===== src/rtl/cfg_loader.sv =====
// cfg_loader: serial configuration transmitter for an S3GA cluster.
// Gearboxes host words into CFG_W-bit beats, then awaits cfgd.
module cfg_loader #(
  parameter int WORD_W    = 32,
  parameter int CFG_W     = 5,
  parameter int CFG_BEATS = 1024,
  parameter int TIMEOUT   = 255
) (
  input  logic              clk,
  input  logic              rst,
  input  logic              start,
  input  logic              w_valid,
  output logic              w_ready,
  input  logic [WORD_W-1:0] w_data,
  output logic              cfg,
  output logic [CFG_W-1:0]  cfg_o,
  output logic              grst,
  input  logic              cfgd,
  output logic              busy,
  output logic              done,
  output logic              err
);

  localparam int BUF_W = WORD_W + CFG_W - 1;
  localparam int CNT_W = $clog2(BUF_W + 1);
  localparam int REM_W = $clog2(CFG_BEATS + 1);
  localparam int TMR_W = $clog2(TIMEOUT + 1);

  typedef enum logic [2:0] {
    S_IDLE,
    S_LOAD,
    S_WAIT,
    S_DONE,
    S_ERR
  } state_t;

  state_t           state_q, state_d;
  logic [BUF_W-1:0] sbuf_q, sbuf_d;
  logic [CNT_W-1:0] cnt_q, cnt_d;
  logic [REM_W-1:0] rem_q, rem_d;
  logic [TMR_W-1:0] tmr_q, tmr_d;
  logic             cfg_d;
  logic [CFG_W-1:0] cfg_o_d;
  logic             grst_d;
  logic             done_d;
  logic             err_d;

  logic             emit;
  logic             acc;
  logic [BUF_W-1:0] shifted;
  logic [CNT_W-1:0] base;

  // A beat leaves whenever a full beat sits in the buffer.
  assign emit    = (state_q == S_LOAD) && (cnt_q >= CNT_W'(CFG_W));
  assign acc     = w_valid && w_ready;
  assign shifted = emit ? (sbuf_q >> CFG_W) : sbuf_q;
  assign base    = emit ? (cnt_q - CNT_W'(CFG_W)) : cnt_q;

  // State register plus registered datapath and outputs.
  always_ff @(posedge clk or negedge rst) begin
    if (!rst) begin
      state_q <= S_IDLE;
      sbuf_q  <= '0;
      cnt_q   <= '0;
      rem_q   <= '0;
      tmr_q   <= '0;
      cfg     <= 1'b0;
      cfg_o   <= '0;
      grst    <= 1'b0;
      done    <= 1'b0;
      err     <= 1'b0;
    end else begin
      state_q <= state_d;
      sbuf_q  <= sbuf_d;
      cnt_q   <= cnt_d;
      rem_q   <= rem_d;
      tmr_q   <= tmr_d;
      cfg     <= cfg_d;
      cfg_o   <= cfg_o_d;
      grst    <= grst_d;
      done    <= done_d;
      err     <= err_d;
    end
  end

  // Next-state and datapath update.
  always_comb begin
    state_d = state_q;
    sbuf_d  = sbuf_q;
    cnt_d   = cnt_q;
    rem_d   = rem_q;
    tmr_d   = tmr_q;
    cfg_d   = 1'b0;
    cfg_o_d = '0;
    grst_d  = grst;
    done_d  = done;
    err_d   = err;
    unique case (state_q)
      S_IDLE, S_DONE, S_ERR: begin
        if (start) begin
          state_d = S_LOAD;
          sbuf_d  = '0;
          cnt_d   = '0;
          rem_d   = REM_W'(CFG_BEATS);
          grst_d  = 1'b1;
          done_d  = 1'b0;
          err_d   = 1'b0;
        end
      end
      S_LOAD: begin
        sbuf_d = acc ? (shifted | (BUF_W'(w_data) << base)) : shifted;
        cnt_d  = acc ? (base + CNT_W'(WORD_W)) : base;
        if (emit) begin
          cfg_d   = 1'b1;
          cfg_o_d = sbuf_q[CFG_W-1:0];
          rem_d   = rem_q - REM_W'(1);
          if (rem_q == REM_W'(1)) begin
            state_d = S_WAIT;
            tmr_d   = '0;
          end
        end
      end
      S_WAIT: begin
        if (cfgd) begin
          state_d = S_DONE;
          grst_d  = 1'b0;
          done_d  = 1'b1;
        end else if (tmr_q == TMR_W'(TIMEOUT - 1)) begin
          state_d = S_ERR;
          grst_d  = 1'b0;
          err_d   = 1'b1;
        end else begin
          tmr_d = tmr_q + TMR_W'(1);
        end
      end
      default: state_d = S_IDLE;
    endcase
  end

  // Handshake and status outputs decoded from the current state.
  always_comb begin
    busy    = (state_q == S_LOAD) || (state_q == S_WAIT);
    w_ready = 1'b0;
    if (state_q == S_LOAD) begin
      w_ready = (32'(cnt_q) + 32'(WORD_W) <= 32'(BUF_W))
             && (32'(rem_q) * 32'(CFG_W) > 32'(cnt_q));
    end
  end

endmodule


===== config.mk =====
export PLATFORM = sky130hd
export DESIGN_NAME = cfg_loader
export DESIGN_NICKNAME = d
export VERILOG_FILES = /design/src/rtl/cfg_loader.sv
export SDC_FILE = /design/constraint.sdc
export NUM_CORES = 1
export LEC_CHECK = 0
export BUFFER_PORTS_ARGS = -buffer_cell sky130_fd_sc_hd__buf_2
export CAP_MARGIN = 20
export CORE_MARGIN = 4
export CORE_UTILIZATION = 55
export CTS_CLUSTER_DIAMETER = 50
export CTS_CLUSTER_SIZE = 14
export DETAILED_ROUTE_END_ITERATION = 10
export PLACE_DENSITY = 0.7
export SLEW_MARGIN = 15
export SYNTH_ARGS = -nofsm -noshare
export SYNTH_HDL_FRONTEND = slang
export SYNTH_SLANG_ARGS = --single-unit
export TNS_END_PERCENT = 50

===== constraint.sdc =====
create_clock -name clk -period 10.3 [get_ports clk]
set_input_delay 0.515 -clock clk [delete_from_list [all_inputs] [get_ports clk]]
set_output_delay 0.515 -clock clk [all_outputs]
set_load 0.05 [all_outputs]

# Word-level counts from Yosys, hierarchy flattened
# Cells that the tools add are included.
# word_totals
in_bits	37
wordCells	88
output_inout_bits	11
regBits	73
# op_classes
eq_ne	14
mux	37
n_reduce_logical	16
magnitude_cmp	3
multipliers	1
add_sub_neg	5
bitwise	1
n_shift	1
# op_table
cell	count
$mux 36	3
$pmux 36 s2	1
$or 36x36->36	1
$shl 32x6->36	1
$mux 8	4
$mux 11	2
$pmux 11 s2	1
$mux 6	3
$pmux 8 s2	1
$mux 3	5
$gt 14x6->1	1
$mul 11x3->14 const B	1
$ne 2x2->1 const B	6
$pmux 6 s2	1
$eq 11x1->1 const B	1
$sub 11x1->11 const B	1
$mux 1	10
$mux 5	2
$pmux 3 s3	1
$reduce_and 3->1	3
$add 8x1->8 const B	1
$eq 8x8->1 const B	1
$reduce_and 4->1	2
$add 6x6->7 const B	1
other kinds (17)	24

# Longest topological paths before layout
# Gate-level depths: netlist (run 1).
# logic_depth
depth_word	7
ltp_mapped	15
depth_no_buf	13

# Worst setup path after synthesis (run 1)
# No wires, ideal clock.
# synth_timing
path_kind	register to register
start	register rem_q[1]
end	register sbuf_q[22]
t_required_ps	10166
setup_time_ps	134
arrival_ps	3370
path_buffers	1
stages_incl_launch_ff	15
synth_period_minus_slack_ps	3504
setup_slack_ps	6796
cell_sequence	dfrtp_1 > ha_1 > ha_1 > fa_1 > xor2_1 > ha_1 > nand3_1 > a21o_1 > a21oi_1 > or4b_2 > nand4_2 > nor2_4 > buf_6 > a222oi_1 > o21ai_1
# synth_via
elab_chain_cells	7
# synth_lines
element	line_no	text
start, declared	40	logic [REM_W-1:0] rem_q, rem_d;
start signal, assigned	76	rem_q <= rem_d;
$mul 11x3->14	146	&& (32'(rem_q) * 32'(CFG_W) > 32'(cnt_q));
$gt 14x6->1	146	
$logic_and 1x1->1	146	
$mux 1	144	if (state_q == S_LOAD) begin
$logic_and 1x1->1	55	assign acc = w_valid && w_ready;
$mux 36	111	sbuf_d = acc ? (shifted | (BUF_W'(w_data) << base)) : shifted;
$pmux 36 s2	98	unique case (state_q)
end signal, assigned	74	sbuf_q <= sbuf_d;
end, declared	38	logic [BUF_W-1:0] sbuf_q, sbuf_d;
# Every way passes these cells.
# A chain may end at the register's enable or synchronous reset.

# Worst setup path after layout (run 1)
# layout_timing
start	register cnt_q[1]
end	register sbuf_q[16]
# layout_via
elab_chain_cells	7
word_cells_on_any_way	15
classes_between	add/sub: 2; order compare: 3; shift: 1; mux: 5; bitwise: 1; reduce/logical: 3
# layout_lines
element	line_no	text
start, declared	39	logic [CNT_W-1:0] cnt_q, cnt_d;
start signal, assigned	75	cnt_q <= cnt_d;
$ge 6x3->1 or $add 6x6->7 (tied branches)	54, 145	
$logic_and 1x1->1 or $le 7x6->1 (tied branches)	54, 145	
$mux 6 or $logic_and 1x1->1 (tied branches)	57, 146	
$shl 32x6->36 or $mux 1 (tied branches)	111, 144	
$or 36x36->36 or $logic_and 1x1->1 (tied branches)	111, 55	
$mux 36 (*)	111	
$pmux 36 s2 (*)	98	
# Mark *: on every way between the ends. The rest lies on a longest branch, timed or not.

==> reports/summary.txt, run 1 <==
share of synthesized cell area in full adder, half adder and majority cells: 0.06049
violation count after the first detailed-route iteration: 763
FILL cells: 1050
antenna violations before repair: 0
fraction of the mapped netlist area in compound gates: 0.2448
routed vias/inst: 6.834
pin count of the biggest net entering global routing: 74
number of pins exceeding their max-slew limit in the final report: 0
Final Cycle Share: 0.4107
Critical Path End Type: flop
via count of the first global-routing pass: 5940
first-pass GRT wire length: 31.42 mm
Post-synth EDFFs: 0
share of layout cells above drive strength 1: 0.1567
synthesized-area fraction occupied by xor and xnor cells: 0.03254
total setup violations reported at the end of the flow: 0
total of max-cap violations: 0
Routed Antenna Nets: 0
clock sinks: 73
y dimension of the die: 117.0 µm
worst reg2reg path startpoint: cnt_q[1]
Worst-Skew Late Latency: 330 ps
most frequent cells in the layout: 72 x sky130_fd_sc_hd__dfrtp_1, 71 x sky130_fd_sc_hd__nand2_1, 57 x sky130_fd_sc_hd__mux2i_1
achievable clock frequency: 236.4 MHz
worst slew pin tran: 938.9 ps
CTS H-tree lvls: 3
clock skew after layout: 7.513 ps
relative max-transition margin: 0.3741
count of pins on the block boundary: 48
number of setup buffers added after CTS: 0
type of the worst min-delay path: primary input to asynchronous set/reset pin
hold_buf cts: 0
register-to-register setup slack: 6070 ps
total routing usage reported by global routing: 0.2889
most common flop cell mapped by yosys: sky130_fd_sc_hd__dfrtp_1
Post-Syn Area: 6536 µm²
startpoint type of the worst setup path: flop
clock slew seen by the registers of the worst setup and hold paths: 60 ps
register bit total from synthesis: 73
mux share of post-synthesis cell area: 0.1480
area enclosed by the die boundary: 13690 µm²
ANT cells: 0
first drt pass iteration count: 5
aggregate routed wire length: 19.05 mm
dominant combinational cell family by area after synthesis: compound AO/OA/AOI/OAI gates
number of gates resized after cts: 0
share of synthesized cell area in and, or, nand and nor gates: 0.1843
CTS tree: yes
Post-Synthesis Cells: 751
Inserted Clock Buffers: 9
Floorplan Core Area: 11520 µm²
synthesized area divided by synthesized cell count: 8.703 µm²
Worst R2R End: sbuf_q[16]
GPL Wtd Cong: 0.9461
synth unique cells: 75
Fin. Hold Viols: 0
number of vias after detailed routing: 6253
Worst R2R Path Depth: 13
count of buffers inserted at the top-level ports: 47
half-perimeter wire length after placement: 13.66 mm
net count after synthesis: 819
leftover overflow at the end of global routing: 0
maximum buffer depth of the clock tree: 2
# DRC: 0
largest fanout of any net on the critical path: 36
number of warnings issued by yosys: 0
starting density of the core: 0.5676
Worst Setup Path Type: flop to flop
Seq/Total Area, Yosys: 0.2795
buffer cell driving the clock tree root: sky130_fd_sc_hd__clkbuf_16
RSZ-0062 raised after global routing: no
Final TNS setup: 0 ps
Async SR Flop Fraction: 1.000
most common cell after layout, fill and taps aside: sky130_fd_sc_hd__dfrtp_1
Arrival @ worst endpoint: 4430 ps
data required time of the worst path: 10500 ps
fin crit period: 4231 ps
layout overhead on the synthesized area: 8.767%
number of rows in the core area: 39
final layout net count: 835
outcome: complete, no violations
horizontal die dimension: 117.0 µm
mean routed wirelength per cell: 20.82 µm
-- cell usage after synthesis, types with 5 or more instances --
cell type / n / area, µm²
sky130_fd_sc_hd__nor2_1: 56 / 210.2
sky130_fd_sc_hd__a21o_1: 7 / 52.55
sky130_fd_sc_hd__a21oi_1: 48 / 240.2
sky130_fd_sc_hd__nand2_1: 71 / 266.5
sky130_fd_sc_hd__mux2_2: 14 / 157.7
sky130_fd_sc_hd__ha_1: 30 / 375.4
sky130_fd_sc_hd__clkbuf_1: 22 / 82.58
sky130_fd_sc_hd__dfrtp_1: 73 / 1827
sky130_fd_sc_hd__a31oi_1: 6 / 37.54
sky130_fd_sc_hd__nand3_1: 24 / 120.1
sky130_fd_sc_hd__or3_1: 5 / 31.28
sky130_fd_sc_hd__o21ai_0: 51 / 255.2
sky130_fd_sc_hd__o22ai_1: 10 / 62.56
sky130_fd_sc_hd__a211oi_1: 23 / 172.7
sky130_fd_sc_hd__and3_1: 11 / 68.82
sky130_fd_sc_hd__a222oi_1: 6 / 60.06
sky130_fd_sc_hd__o221ai_1: 6 / 52.55
sky130_fd_sc_hd__and2_1: 10 / 62.56
sky130_fd_sc_hd__mux4_2: 9 / 202.7
sky130_fd_sc_hd__nor2b_1: 13 / 81.33
sky130_fd_sc_hd__a221oi_1: 11 / 96.34
sky130_fd_sc_hd__nor3_1: 22 / 110.1
sky130_fd_sc_hd__buf_6: 5 / 56.30
sky130_fd_sc_hd__a22oi_1: 18 / 135.1
sky130_fd_sc_hd__buf_2: 17 / 85.08
sky130_fd_sc_hd__a311oi_1: 6 / 52.55
sky130_fd_sc_hd__buf_1: 6 / 22.52
sky130_fd_sc_hd__xnor2_1: 7 / 61.31
sky130_fd_sc_hd__xor2_1: 11 / 96.34
sky130_fd_sc_hd__mux2i_1: 58 / 580.6
sky130_fd_sc_hd__inv_1: 12 / 45.04
sky130_fd_sc_hd__o31ai_1: 5 / 37.54
-- through the flow --
stage | instances | worst slack, ps | area [µm²] | hold slack [ps] | utilization
global placement | 899 | 5913 | 6774 | 472.1 | 0.5882
floorplan | 751 | 6796 | 6536 | 219.4 | -
CTS | 915 | 5787 | 7102 | 362.3 | 0.6167
detailed placement | 899 | 5797 | 6774 | 479.7 | 0.5882
global route | 915 | 5684 | 7109 | 406.2 | 0.6173
finish | 915 | 6069 | 7109 | 321.7 | 0.6173
-- registers in the layout, indices dropped and copies added, names as in the netlist --
name,count
err,1
rem_q,11
grst,1
done,1
state_q,3
cnt_q,6
tmr_q,8
sbuf_q,36
cfg_o,5
cfg,1
-- kinds of logic (layout without fill, tap and decap cells) --
logic type	after synthesis	after routing
buffers and inverters	68	89
adder cells (fa/ha/maj)	31	31
AO/OA/AOI/OAI	235	235
XOR/XNOR	20	20
AND/OR/NAND/NOR	242	242
flip-flops	73	73
multiplexers	82	82
-- critical path, cell delays in order (launching register included) --
cell and delay (ps):
sky130_fd_sc_hd__dfrtp_1 360, sky130_fd_sc_hd__buf_4 260, sky130_fd_sc_hd__inv_1 310, sky130_fd_sc_hd__ha_1 270, sky130_fd_sc_hd__nor2b_1 360, sky130_fd_sc_hd__o21ai_4 100, sky130_fd_sc_hd__nand2_4 340, sky130_fd_sc_hd__inv_2 250
sky130_fd_sc_hd__buf_4 310, sky130_fd_sc_hd__xnor2_2 600, sky130_fd_sc_hd__nor3_1 130, sky130_fd_sc_hd__or4_1 550, sky130_fd_sc_hd__a21oi_1 160, sky130_fd_sc_hd__a21oi_1 70
-- worst max-delay path by stage --
stage              from    endpoint
2_1_floorplan  rem_q[1]  sbuf_q[22]
3_3_place_gp   cnt_q[1]  sbuf_q[16]
3_5_place_dp   cnt_q[1]  sbuf_q[16]
4_1_cts        cnt_q[1]  sbuf_q[16]
5_1_grt        cnt_q[1]  sbuf_q[16]
6_report       cnt_q[1]  sbuf_q[16]
-- layout make-up --
type	instances	area, µm²	area share
Clock inverter	7	102.6	0.01443
Clock buffer	9	225.2	0.03168
Timing Repair Buffer	59	327.8	0.04611
Sequential cell	73	1828	0.2571
Inverter	14	52.55	0.007392
Multi-Input combinational cell	610	4394	0.6181
Tap cell	143	178.9	0.02517
-- per-layer routing --
metal,part of all wire,GRT usage,up-vias
met1,0.44,0.4199,3035
met5,0,0,-
li1,-,-,2883
met4,0.028,0.1055,0
met2,0.46,0.4425,295
met3,0.073,0.03650,40
Power of run 1 is not shown: default switching activity piles up to over one toggle a cycle in this logic, so the estimate is an artifact.
==> inputs of run 2 (changes only) <==
==> constraint.sdc (replaced) <==
create_clock -name clk -period 4.33 [get_ports clk]
set_input_delay 0.2165 -clock clk [delete_from_list [all_inputs] [get_ports clk]]
set_output_delay 0.2165 -clock clk [all_outputs]
set_load 0.05 [all_outputs]
==> reports/summary.txt, run 2 (synthesis results as in run 1) <==
Routed Antenna Nets: 0 (unchanged)
Critical Path End Type: flop
Final Core Density: 0.6220 (+0.004672)
worst slew pin tran: 924.2 ps (-14.74 ps)
startpoint type of the worst setup path: flop
Regs by FF count: sbuf_q (36), rem_q (11), tmr_q (8)
achievable clock frequency: 261.0 MHz (+10%)
Storage cell area: 1828 µm² (unchanged)
number of pins exceeding their max-slew limit in the final report: 0 (unchanged)
pin count of the biggest net entering global routing: 74 (unchanged)
mean routed wirelength per cell: 20.69 µm (-0.64%)
clock sinks: 73 (unchanged)
final layout net count: 843 (+0.96%)
ANT cells: 0 (unchanged)
number of vias after detailed routing: 6298 (+0.72%)
CTS H-tree lvls: 3 (unchanged)
share of layout cells above drive strength 1: 0.1630 (+0.006294)
half-perimeter wire length after placement: 13.93 mm (+2.0%)
data required time of the worst path: 4510 ps (-5990 ps)
Worst Setup Path Type: flop to flop
Arrival @ worst endpoint: 4010 ps (-420 ps)
hold_buf cts: 0 (unchanged)
horizontal die dimension: 117.0 µm (unchanged)
# DRC: 0 (unchanged)
outcome: complete, no violations
total routing usage reported by global routing: 0.2864 (-0.002473)
first drt pass iteration count: 8 (+3)
number of rows in the core area: 39 (unchanged)
clock skew after layout: 9.134 ps (+1.621 ps)
layout overhead on the synthesized area: 9.590%
type of the worst min-delay path: primary input to asynchronous set/reset pin
Floorplan Core Area: 11520 µm² (unchanged)
most common cell after layout, fill and taps aside: sky130_fd_sc_hd__dfrtp_1
largest register by flop count: sbuf_q
Worst-Skew Late Latency: 330 ps (about the same)
starting density of the core: 0.5676 (unchanged)
most frequent cells in the layout: 72 x sky130_fd_sc_hd__dfrtp_1, 71 x sky130_fd_sc_hd__nand2_1, 57 x sky130_fd_sc_hd__mux2i_1
total area of multi-input combinational cells: 4387 µm² (-0.17%)
y dimension of the die: 117.0 µm (unchanged)
routed vias/inst: 6.831 (about the same)
fin crit period: 3831 ps (-399.6 ps)
Final TNS setup: 0 ps (unchanged)
CTS tree: yes
buffer cell driving the clock tree root: sky130_fd_sc_hd__clkbuf_16
total setup violations reported at the end of the flow: 0 (unchanged)
leftover overflow at the end of global routing: 0 (unchanged)
antenna violations before repair: 0 (unchanged)
Fin. Hold Viols: 0 (unchanged)
area enclosed by the die boundary: 13690 µm² (unchanged)
first-pass GRT wire length: 30.95 mm (-1.5%)
violation count after the first detailed-route iteration: 606 (-21%)
total of max-cap violations: 0 (unchanged)
number of setup buffers added after CTS: 0 (unchanged)
worst setup path start: rem_q[1]
aggregate routed wire length: 19.07 mm (+0.12%)
count of pins on the block boundary: 48 (unchanged)
GPL Wtd Cong: 0.9453 (about the same)
via count of the first global-routing pass: 5976 (+0.61%)
clock slew seen by the registers of the worst setup and hold paths: 50 ps (about the same)
flip-flop count of the largest register, all copies and words added: 36 (unchanged)
RSZ-0062 raised after global routing: no
count of buffers inserted at the top-level ports: 47 (unchanged)
largest fanout of any net on the critical path: 17 (-53%)
worst reg2reg path startpoint: rem_q[1]
relative max-transition margin: 0.3839 (+0.009827)
maximum buffer depth of the clock tree: 2 (unchanged)
number of gates resized after cts: 0 (unchanged)
Inserted Clock Buffers: 9 (unchanged)
FILL cells: 1011 (-3.7%)
Final Cycle Share: 0.8848 (+0.4740)
[run 2: worst max-delay path: stages, from the launching register on]
cell,delay (ps)
sky130_fd_sc_hd__dfrtp_1,440
sky130_fd_sc_hd__ha_1,320
sky130_fd_sc_hd__ha_1,230
sky130_fd_sc_hd__fa_1,450
sky130_fd_sc_hd__ha_1,300
sky130_fd_sc_hd__a21o_1,160
sky130_fd_sc_hd__a21oi_1,160
sky130_fd_sc_hd__a21oi_1,70
sky130_fd_sc_hd__or4b_2,630
sky130_fd_sc_hd__nand4_2,280
sky130_fd_sc_hd__nor2_4,160
sky130_fd_sc_hd__a222oi_1,330
sky130_fd_sc_hd__o21ai_0,150
[run 2: layer usage]
metal,share of wire,global-route usage
met5,0,0
met4,0.027,0.1024
met3,0.079,0.04884
met2,0.47,0.4592
met1,0.42,0.3918
[run 2: path summary, 6_finish.rpt]
| path | end | slack [ps] | cells past startpoint |
|---|---|---|---|
| min | rem_q[6] | 20 | 1 |
| max reg2reg | sbuf_q[21] | 500 | 12 |
| min reg2reg | sbuf_q[32] | 480 | 2 |
| max in group asynchronous | cnt_q[0] | 3670 | 1 |
| max | sbuf_q[21] | 500 | 12 |
| min in group clk | state_q[0] | 160 | 3 |
[run 2: layout make-up]
type / count / area share
flip-flops and latches: 73 / 0.2552
clock inverters: 4 / 0.01066
inverters: 14 / 0.007336
multi-input cells: 610 / 0.6124
well taps: 143 / 0.02498
clock buffers: 11 / 0.03528
repair buffers: 67 / 0.05415
[run 2: metrics by stage]
stage | hold slack [ps] | cells | worst slack, ps | instance area, µm²
floorplan | -79.09 | 751 | 826.4 | 6536
global placement | 409.7 | 907 | 675.7 | 6834
detailed placement | 415.6 | 907 | 521.1 | 6834
CTS | 61.47 | 922 | 534.8 | 7163
global route | 94.52 | 922 | 278.3 | 7163
finish | 22.88 | 922 | 498.8 | 7163
Power of run 2 is left out for the same reason.
